===== src/rtl/icache_pkg.sv =====
// Shared types and address-split helpers for the set-associative instruction cache.
package icache_pkg;

    typedef logic [31:0] word_t;

    typedef enum logic {IDLE, FILL} state_t;

    // Address split, LSB first: byte offset, word offset, index, tag.
    function automatic word_t addr_woff(word_t a, int blkwords);
        return (a >> 2) & word_t'(blkwords - 1);
    endfunction

    function automatic word_t addr_idx(word_t a, int nsets, int blkwords);
        return (a >> (2 + $clog2(blkwords))) & word_t'(nsets - 1);
    endfunction

    function automatic word_t addr_tag(word_t a, int nsets, int blkwords);
        return a >> (2 + $clog2(blkwords) + $clog2(nsets));
    endfunction

    function automatic word_t blk_addr(word_t tag, word_t idx, word_t w, int nsets, int blkwords);
        int wb;
        int ib;
        wb = $clog2(blkwords);
        ib = $clog2(nsets);
        return (tag << (2 + wb + ib)) | ((idx & word_t'(nsets - 1)) << (2 + wb))
             | ((w & word_t'(blkwords - 1)) << 2);
    endfunction

endpackage


===== src/rtl/icache_lru.sv =====
// Per-set LRU ages plus victim selection (lowest invalid way, else the oldest way).
module icache_lru #(
    parameter  int NSETS = 8,
    parameter  int NWAYS = 2,
    localparam int IDXW  = $clog2(NSETS),
    localparam int WW    = (NWAYS > 1) ? $clog2(NWAYS) : 1
) (
    input  logic             gclk,
    input  logic             grst_n,
    input  logic             flush,
    input  logic             upd_en,
    input  logic             upd_inv,
    input  logic [IDXW-1:0]  upd_set,
    input  logic [WW-1:0]    upd_way,
    input  logic [IDXW-1:0]  q_set,
    input  logic [NWAYS-1:0] q_valid,
    output logic [WW-1:0]    victim
);
    logic [NWAYS-1:0][WW-1:0] age [NSETS];
    logic [WW-1:0] old_age;
    logic [WW-1:0] best;
    logic          found;

    // A freshly filled way counts as the oldest, so the valid ways of a set
    // always hold ages 0..k-1 in recency order.
    assign old_age = upd_inv ? WW'(NWAYS - 1) : age[upd_set][upd_way];

    always_ff @(posedge gclk or negedge grst_n) begin
        if (!grst_n) begin
            for (int s = 0; s < NSETS; s++) age[s] <= '0;
        end else if (flush) begin
            for (int s = 0; s < NSETS; s++) age[s] <= '0;
        end else if (upd_en) begin
            for (int w = 0; w < NWAYS; w++) begin
                if (WW'(w) == upd_way)
                    age[upd_set][w] <= '0;
                else if (age[upd_set][w] < old_age)
                    age[upd_set][w] <= age[upd_set][w] + WW'(1);
            end
        end
    end

    always_comb begin
        victim = '0;
        found  = 1'b0;
        best   = age[q_set][0];
        for (int w = 0; w < NWAYS; w++) begin
            if (!q_valid[w] && !found) begin
                victim = WW'(w);
                found  = 1'b1;
            end
        end
        if (!found) begin
            for (int w = 1; w < NWAYS; w++) begin
                if (age[q_set][w] > best) begin
                    best   = age[q_set][w];
                    victim = WW'(w);
                end
            end
        end
    end

endmodule


===== src/rtl/icache_assoc.sv =====
// N-way set-associative read-only instruction cache with zero-cycle hits and
// in-order multi-word block fill.
module icache_assoc
    import icache_pkg::*;
#(
    parameter int NSETS    = 8,
    parameter int NWAYS    = 2,
    parameter int BLKWORDS = 2
) (
    input  logic  CLK,
    input  logic  nRST,
    input  logic  imemREN,
    input  word_t imemaddr,
    input  logic  iflush,
    output logic  ihit,
    output word_t imemload,
    output logic  iREN,
    output word_t iaddr,
    input  word_t iload,
    input  logic  iwait
);
    localparam int IDXW  = $clog2(NSETS);
    localparam int WOFFW = $clog2(BLKWORDS);
    localparam int CW    = (BLKWORDS > 1) ? WOFFW : 1;
    localparam int WW    = (NWAYS > 1) ? $clog2(NWAYS) : 1;
    localparam int TAGW  = 30 - WOFFW - IDXW;

    typedef struct packed {
        logic            valid;
        logic [TAGW-1:0] tag;
    } tagent_t;

    tagent_t tags [NSETS][NWAYS];
    word_t   data [NSETS][NWAYS][BLKWORDS];

    state_t           state, state_n;
    logic [TAGW-1:0]  tag, l_tag;
    logic [IDXW-1:0]  idx, l_idx;
    logic [CW-1:0]    woff, cnt;
    logic [WW-1:0]    hway, l_way, victim;
    logic [NWAYS-1:0] setv;
    logic             hit, miss, xfer, fill_done;

    assign tag  = TAGW'(addr_tag(imemaddr, NSETS, BLKWORDS));
    assign idx  = IDXW'(addr_idx(imemaddr, NSETS, BLKWORDS));
    assign woff = CW'(addr_woff(imemaddr, BLKWORDS));

    always_comb begin
        setv = '0;
        hit  = 1'b0;
        hway = '0;
        for (int w = 0; w < NWAYS; w++) begin
            setv[w] = tags[idx][w].valid;
            if (setv[w] && tags[idx][w].tag == tag && !hit) begin
                hit  = 1'b1;
                hway = WW'(w);
            end
        end
    end

    always_comb begin
        state_n   = state;
        ihit      = 1'b0;
        miss      = 1'b0;
        imemload  = '0;
        iREN      = 1'b0;
        iaddr     = '0;
        xfer      = 1'b0;
        fill_done = 1'b0;
        case (state)
            IDLE: begin
                ihit = imemREN && !iflush && hit;
                miss = imemREN && !iflush && !hit;
                if (ihit) imemload = data[idx][hway][woff];
                if (miss) state_n = FILL;
            end
            FILL: begin
                iREN      = 1'b1;
                iaddr     = blk_addr(word_t'(l_tag), word_t'(l_idx), word_t'(cnt), NSETS, BLKWORDS);
                xfer      = !iwait && !iflush;
                fill_done = xfer && (cnt == CW'(BLKWORDS - 1));
                if (iflush || fill_done) state_n = IDLE;
            end
            default: state_n = IDLE;
        endcase
    end

    always_ff @(posedge CLK or negedge nRST) begin
        if (!nRST) begin
            state <= IDLE;
            l_tag <= '0;
            l_idx <= '0;
            l_way <= '0;
            cnt   <= '0;
            for (int s = 0; s < NSETS; s++)
                for (int w = 0; w < NWAYS; w++) tags[s][w] <= '0;
        end else begin
            state <= state_n;
            if (miss) begin
                l_tag <= tag;
                l_idx <= idx;
                l_way <= victim;
                cnt   <= '0;
            end
            if (xfer) cnt <= cnt + CW'(1);
            // The line only turns valid once every word has landed.
            if (iflush) begin
                for (int s = 0; s < NSETS; s++)
                    for (int w = 0; w < NWAYS; w++) tags[s][w].valid <= 1'b0;
            end else if (fill_done) begin
                tags[l_idx][l_way] <= '{valid: 1'b1, tag: l_tag};
            end
        end
    end

    always_ff @(posedge CLK) begin
        if (xfer) data[l_idx][l_way][cnt] <= iload;
    end

    icache_lru #(.NSETS(NSETS), .NWAYS(NWAYS)) u_lru (
        .gclk    (CLK),
        .grst_n  (nRST),
        .flush   (iflush),
        .upd_en  (ihit || fill_done),
        .upd_inv (fill_done),
        .upd_set (ihit ? idx : l_idx),
        .upd_way (ihit ? hway : l_way),
        .q_set   (idx),
        .q_valid (setv),
        .victim  (victim)
    );

endmodule

===== config.mk =====
export PLATFORM = sky130hd
export DESIGN_NAME = icache_assoc
export DESIGN_NICKNAME = d
export VERILOG_FILES = /design/src/rtl/icache_pkg.sv /design/src/rtl/icache_lru.sv /design/src/rtl/icache_assoc.sv
export SDC_FILE = /design/constraint.sdc
export NUM_CORES = 2
export LEC_CHECK = 0
export ABC_AREA = 1
export CAP_MARGIN = 20
export CORE_MARGIN = 2
export CORE_UTILIZATION = 30
export CTS_BUF_LIST = sky130_fd_sc_hd__clkbuf_4
export DETAILED_ROUTE_END_ITERATION = 6
export RECOVER_POWER = 100
export SYNTH_ARGS = -nofsm -noshare
export SYNTH_HDL_FRONTEND = slang
export SYNTH_HIERARCHICAL = 1
export SYNTH_SLANG_ARGS = --single-unit

===== constraint.sdc =====
create_clock -name CLK -period 4.5 [get_ports CLK]
set_input_delay 0.9 -clock CLK [delete_from_list [all_inputs] [get_ports CLK]]
set_output_delay 0.9 -clock CLK [all_outputs]
set_load 0.01 [all_outputs]

* After elaboration in Yosys (flattened, before gate mapping)
Memories as Yosys holds them, arrays and structs flattened. Index checks and enable logic that the tools add are counted.
Word-level totals: bits in registers 480, bits in latches 0, RAM bits 1024, memory bits (read-only) 0, input port bits 69, output and inout bits 66, memories 1
Memories:
- data | depth 8, bits a word 128, rd ports 1, clocked after Yosys merged registers in 0, wr ports 1, line icache_assoc.sv:34 | word_t data [NSETS][NWAYS][BLKWORDS];
Operators by class: add/sub/neg operators 3, $mul 0, div/mod/pow operators 0, magnitude comparators 15, equal/unequal tests 2, shifts and indexed selects 0, multiplexer cells 83, bitwise logic cells 15, reduce and logical (&&, ||, !) cells 24
Operator list (count):
- $bwmux 432 | 1
- $mux 432 | 1
- $mux 64 | 4
- $mux 32 | 7
- $bmux 54 s3 | 1
- $demux 54 s3 | 1
- $mux 54 | 3
- $mux 128 | 1
- $mux 16 | 8
- $demux 64 s1 | 1
- $eq 26x26->1 | 2
- $mux 1 | 39
- $and 16x16->16 | 2
- $bwmux 16 | 2
- $demux 32 s1 | 1
- $not 16->16 | 2
- $or 32x3->32 | 1
- $or 32x6->32 | 1
- $demux 27 s1 | 1
- $mux 27 | 1
- $logic_and 1x1->1 | 13
- $bmux 2 s3 | 2
- $demux 2 s3 | 2
- $ge 4x4->1 const B | 3
- other kinds (17) | 42

* Logic depth before layout (Yosys ltp)
word-level depth 30, gate-level depth with buffers 36, depth with buffers taken out 31

* By module
The synthesis kept the hierarchy.
By module, submodules not included:
- icache_assoc | times used 1, cells an instance 6417, area each 64244.1 um^2, seq. area each 42360.6 um^2
- icache_lru | times used 1, cells an instance 247, area each 1515.2 um^2, seq. area each 400.4 um^2

* Worst setup path after synthesis
Ideal clock, no wire load.
kind input -> register, start in imemaddr[5], end reg u_lru/age[0] (netlist bit), arrival time 3.925 ns, required time 4.382 ns, slack 0.457 ns, stages on the path 31, buffers on the path 5, cells stage by stage buf_2 -> inv_1 -> buf_4 -> clkbuf_1 -> nand3_1 -> nand2_1 -> nand2_1 -> nand2_1 -> nand2_1 -> nor2_1 -> nand3_1 -> nor2_2 -> nor2_4 -> nor2_4 -> buf_2 -> nand2_1 -> o21ai_0 -> buf_4 -> nand2_1 -> nand2_1 -> nand2_1 -> nand2_1 -> nand2_1 -> nand2_2 -> nand2_2 -> nand2_4 -> nand2_4 -> nand2_8 -> nand3_1 -> nand2_1 -> nand2_1
Between the ends: longest elaborated chain between the ends 30, elaborated cells on any way between the ends 50
Ends and longest elaborated chain:
- start, declared | line icache_assoc.sv:13 | input word_t imemaddr,
- $not 3->4 (implied by the code) * | line icache_assoc.sv:53, icache_assoc.sv:54
- $bmux 54 s3 * | line icache_assoc.sv:53, icache_assoc.sv:54
- $mux 54 (implied by the code) * (2 in a row) | line icache_assoc.sv:54 | if (setv[w] && tags[idx][w].tag == tag && !hit) begin
- $eq 26x26->1 | line icache_assoc.sv:54
- $logic_and 1x1->1 | line icache_assoc.sv:54
- $mux 1 | line icache_assoc.sv:54
- $logic_not 1->1 | line icache_assoc.sv:54
- $logic_and 1x1->1 | line icache_assoc.sv:54
- (+3 left out)
- net ihit | line icache_assoc.sv:15 | output logic ihit,
- (+10 left out)
- $mux 16 | line icache_lru.sv:35 | if (WW'(w) == upd_way)
- $mux 16 | line icache_lru.sv:33 | end else if (upd_en) begin
- $mux 16 | line icache_lru.sv:31 | end else if (flush) begin
- $bwmux 16 | line icache_lru.sv:38 | age[upd_set][w] <= age[upd_set][w] + WW'(1);
- $mux 16 | line icache_lru.sv:37 | else if (age[upd_set][w] < old_age)
- $mux 16 | line icache_lru.sv:35
- $mux 16 | line icache_lru.sv:33
- $mux 16 | line icache_lru.sv:31
- end signal, assigned by index | line icache_lru.sv:38
- end, declared | line icache_lru.sv:19 | logic [NWAYS-1:0][WW-1:0] age [NSETS];
The timed path passes the listed nets; every way through them passes the cells marked *. The select of a mux whose other input is x is not followed. A chain may end at the register's enable or synchronous reset.

* Worst setup path after layout
start reg tags[185] (netlist bit), end out imemload[7]
Between the ends: longest elaborated chain between the ends 16, elaborated cells on any way between the ends 18
Ends and longest elaborated chain:
- start, declared | line icache_assoc.sv:33 | tagent_t tags [NSETS][NWAYS];
- start signal, assigned by index | line icache_assoc.sv:111 | tags[l_idx][l_way] <= '{valid: 1'b1, tag: l_tag};
- $bmux 54 s3 * | line icache_assoc.sv:54
- $mux 54 (implied by the code) * (2 in a row) | line icache_assoc.sv:54
- $eq 26x26->1 * | line icache_assoc.sv:54
- $logic_and 1x1->1 * (2 in a row) | line icache_assoc.sv:54
- $mux 1 | line icache_assoc.sv:54
- $not 1->2 (implied by the code) | line icache_assoc.sv:74 | if (ihit) imemload = data[idx][hway][woff];
- $mux 64 (implied by the code) (3 in a row) | line icache_assoc.sv:74
- $mux 32 (implied by the code) (3 in a row) | line icache_assoc.sv:74
- $mux 32 * | line icache_assoc.sv:74
- $mux 32 * | line icache_assoc.sv:70 | case (state)
- end, declared | line icache_assoc.sv:16 | output word_t imemload,
Every way passes the cells marked *; elsewhere a longest branch is shown, timed or not. The select of a mux whose other input is x is not followed.

==> flow_metrics.tcl <==
set metrics [dict create \
    worstMarginPinSlew_ns 2.32 \
    synth_cells 6664 \
    core.rowCount 171 \
    place_congestion 0.880 \
    core_area_mm2 0.218 \
    drive_above_1_share_pct 17.8 \
    synth_cell_type_count 37 \
    synth_area_leader_cell "edfxtp_1" \
    ys_seq_area_share_pct 65.0 \
    synth_edf_count 1024 \
    fin_crit_sh_pct 111 \
    area_growth_syn_to_layout_pct 19.3 \
    die_h_um 472 \
    synth_top_area_share_pct 46.8 \
    min_path_type "in -> reg" \
    setup.worst_path.end_class "primary output" \
    fin_nets 7270 \
    ant_nets 0 \
    cap_violations 29 \
    ys_async_sr_fraction_pct 31.9 \
    vdd_drop_max_mv 0.308 \
    cts.sinks 1504 \
    synth_area_leaders "edfxtp_1 47%, dfrtp_1 18%, nand2_1 10%" \
    rsz0062_at_grt "true" \
    leakage_nw 31.1 \
    cp-start-kind "register" \
    die-area_mm2 0.223 \
    fmax_mhz 200 \
    ys_seq_elements 1504 \
    post-route-util_pct 36.1 \
    syn_area_mm2 0.0658 \
    htreeDepth 5 \
    mostFrequentLayoutCells "1,721 x nand2_1, 1,024 x edfxtp_1, 879 x o21ai_0, 558 x clkbuf_4, 504 x nor2_1" \
    setup_viol 42 \
    cts_tree "yes" \
    slew_headroom_pct -54.6 \
    clock-root-buffer "clkbuf_4" \
    post_drt_wl_per_cell_um 20.2 \
    grt_pass1_vias 49500 \
    power.density_mw_per_mm2 386 \
    dp_slack_ns -0.965 \
    status "complete, but fails checks" \
    finalHoldViolCount 0 \
    grt_first_pass_wirelength_um 310000 \
    dpl_cell_area_mm2 0.0728 \
    crit_type "reg -> out" \
    fp.dieW_um 472 \
    antenna_found_initial 18 \
    final_common_cell "nand2_1" \
    insertion_delay_ns 1.37 \
    crit_fanout 5 \
    syn_avg_cell_area_um2 9.87 \
    io_buffers 130 \
    finalSetupTns_ns -14.11 \
    skew_ns 0.124 \
    worst_ep_arrival_time_ns 4.09 \
    path_clk_slew_ns 0.07 \
    crit_required_ns 3.60 \
    fin_ws_ns -0.494 \
    yosys_warnings 6 \
    start_util_pct 30.2 \
    period_minus_slack_ns 4.99 \
    ios 135 \
    track_usage_pct 18.2 \
    wirelength_um 209000 \
    vias 51900 \
    synth_top_flop_cell "edfxtp_1" \
    drtIter0Drc 5135 \
    via_per_inst 5.03 \
    gr-total-overflow 0 \
    place_inst 9602 \
    drc 0 \
    drv_slew 1089 \
    place_hpwl_um 120000 \
    final_cells 10300 \
    fin_area_mm2 0.0785 \
    grt_max_degree 191 \
    clockBufferDepth 4 \
    numCtsBuffers 389 \
    violations "capacitance limit, slew limit, setup timing" \
    dr.pass1.iters 6 \
]
-- where the power goes --
| group | total (mW) | switching, mW | internal [mW] | leakage [nW] |
|---|---|---|---|---|
| Sequential | 15.8 | 0.405 | 15.3 | 14.1 |
| Combinational | 3.31 | 2.20 | 1.11 | 14.2 |
| Clock | 11.2 | 5.53 | 5.69 | 2.73 |
| Total | 30.3 | 8.14 | 22.1 | 31.1 |
-- worst max-delay path, stage by stage (launching register included) --
cell,delay [ns]
dfrtp_1,0.42
nor2_1,0.12
nor2_1,0.05
nand2_1,0.07
nand3_2,0.07
o21ai_2,0.08
nand2_1,0.08
nand2_2,0.13
nand2_1,0.07
nor2_1,0.08
buf_4,0.14
nand3_4,0.09
nor2_8,0.17
buf_6,0.15
nor2_4,0.04
nor2_4,0.09
buf_12,0.15
buf_12,0.14
buf_12,0.13
nand2_4,0.04
a21oi_2,0.15
buf_6,0.14
buf_6,0.10
-- synthesized netlist by cell type, drive strengths merged, types with 6 or more instances --
cell	n
a21oi	154
a32o	103
buf	159
clkbuf	292
clkinv	6
dfrtp	480
edfxtp	1024
inv	524
nand2	1835
nand3	390
nand4	9
nor2	575
nor3	8
o211ai	8
o21ai	934
o221ai	25
o22ai	130
-- cell type report --
cell class | instances | area, µm²
clock buffers | 552 | 4140
multi-input cells | 4180 | 20100
well taps | 2854 | 3570
repair buffers | 596 | 5430
diodes | 11 | 27.5
fillers | 21700 | 139000
clock inverters | 85 | 387
flip-flops and latches | 1504 | 42800
inverters | 530 | 2010
-- final timing paths --
| kind | startpoint | depth (start not counted) | slack (ns) | end |
|---|---|---|---|---|
| setup / recovery | tags[185] | 22 | -0.49 | imemload[7] |
| hold / removal | iflush | 4 | 0.1 | state |
| setup reg to reg | state | 7 | -0.05 | data[7][15] |
| hold reg to reg | tags[429] | 2 | 0.49 | tags[429] |
| max in group asynchronous | nRST | 3 | 0.54 | tags[407] |
| min in group asynchronous | nRST | 2 | 0.78 | tags[132] |
-- per-stage QoR --
stage                     hold WS (ns)  total power, mW
after floorplan                  0.448             17.8
after global placement           0.467             19.2
after detailed placement         0.468             19.3
after CTS                       0.0127             30.5
after global routing            0.0499             31.7
final                           0.0971             30.3
-- layer usage --
| metal | vias to the layer above | routed length, µm | track usage (%) |
|---|---|---|---|
| met4 | 6 | 6020 | 6.89 |
| li1 | 23800 | - | - |
| met1 | 25600 | 89800 | 25.0 |
| met5 | - | 34 | 0 |
| met3 | 390 | 16500 | 3.14 |
| met2 | 2167 | 96200 | 28.7 |
-- timing repair --
item	4_1_cts	5_1_grt
hold buffers	1	0
setup buffers	26	11
pin swaps	53	91
endpoints found under the hold margin	69	0
endpoints found under the setup margin	33	43
gates resized for setup	325	185
cloned	5	2
-- cells by family after synthesis --
| logic type | Yosys count | share of synthesized area (%) |
|---|---|---|
| and+or+nand+nor | 2819 | 17.2 |
| DFF | 1504 | 65.0 |
| AOI/OAI and AO/OA | 1359 | 11.7 |
| buffers and inverters | 981 | 6.13 |
| other | 1 | 0.00570 |
-- sequential cells by signal, indices dropped and copies added (netlist names) --
signal	count
data	1024
tags	432
l_tag	26
u_lru/age	16
l_idx	3
cnt	1
l_way	1
state	1
No activity file was read; power rests on OpenSTA's default activity.
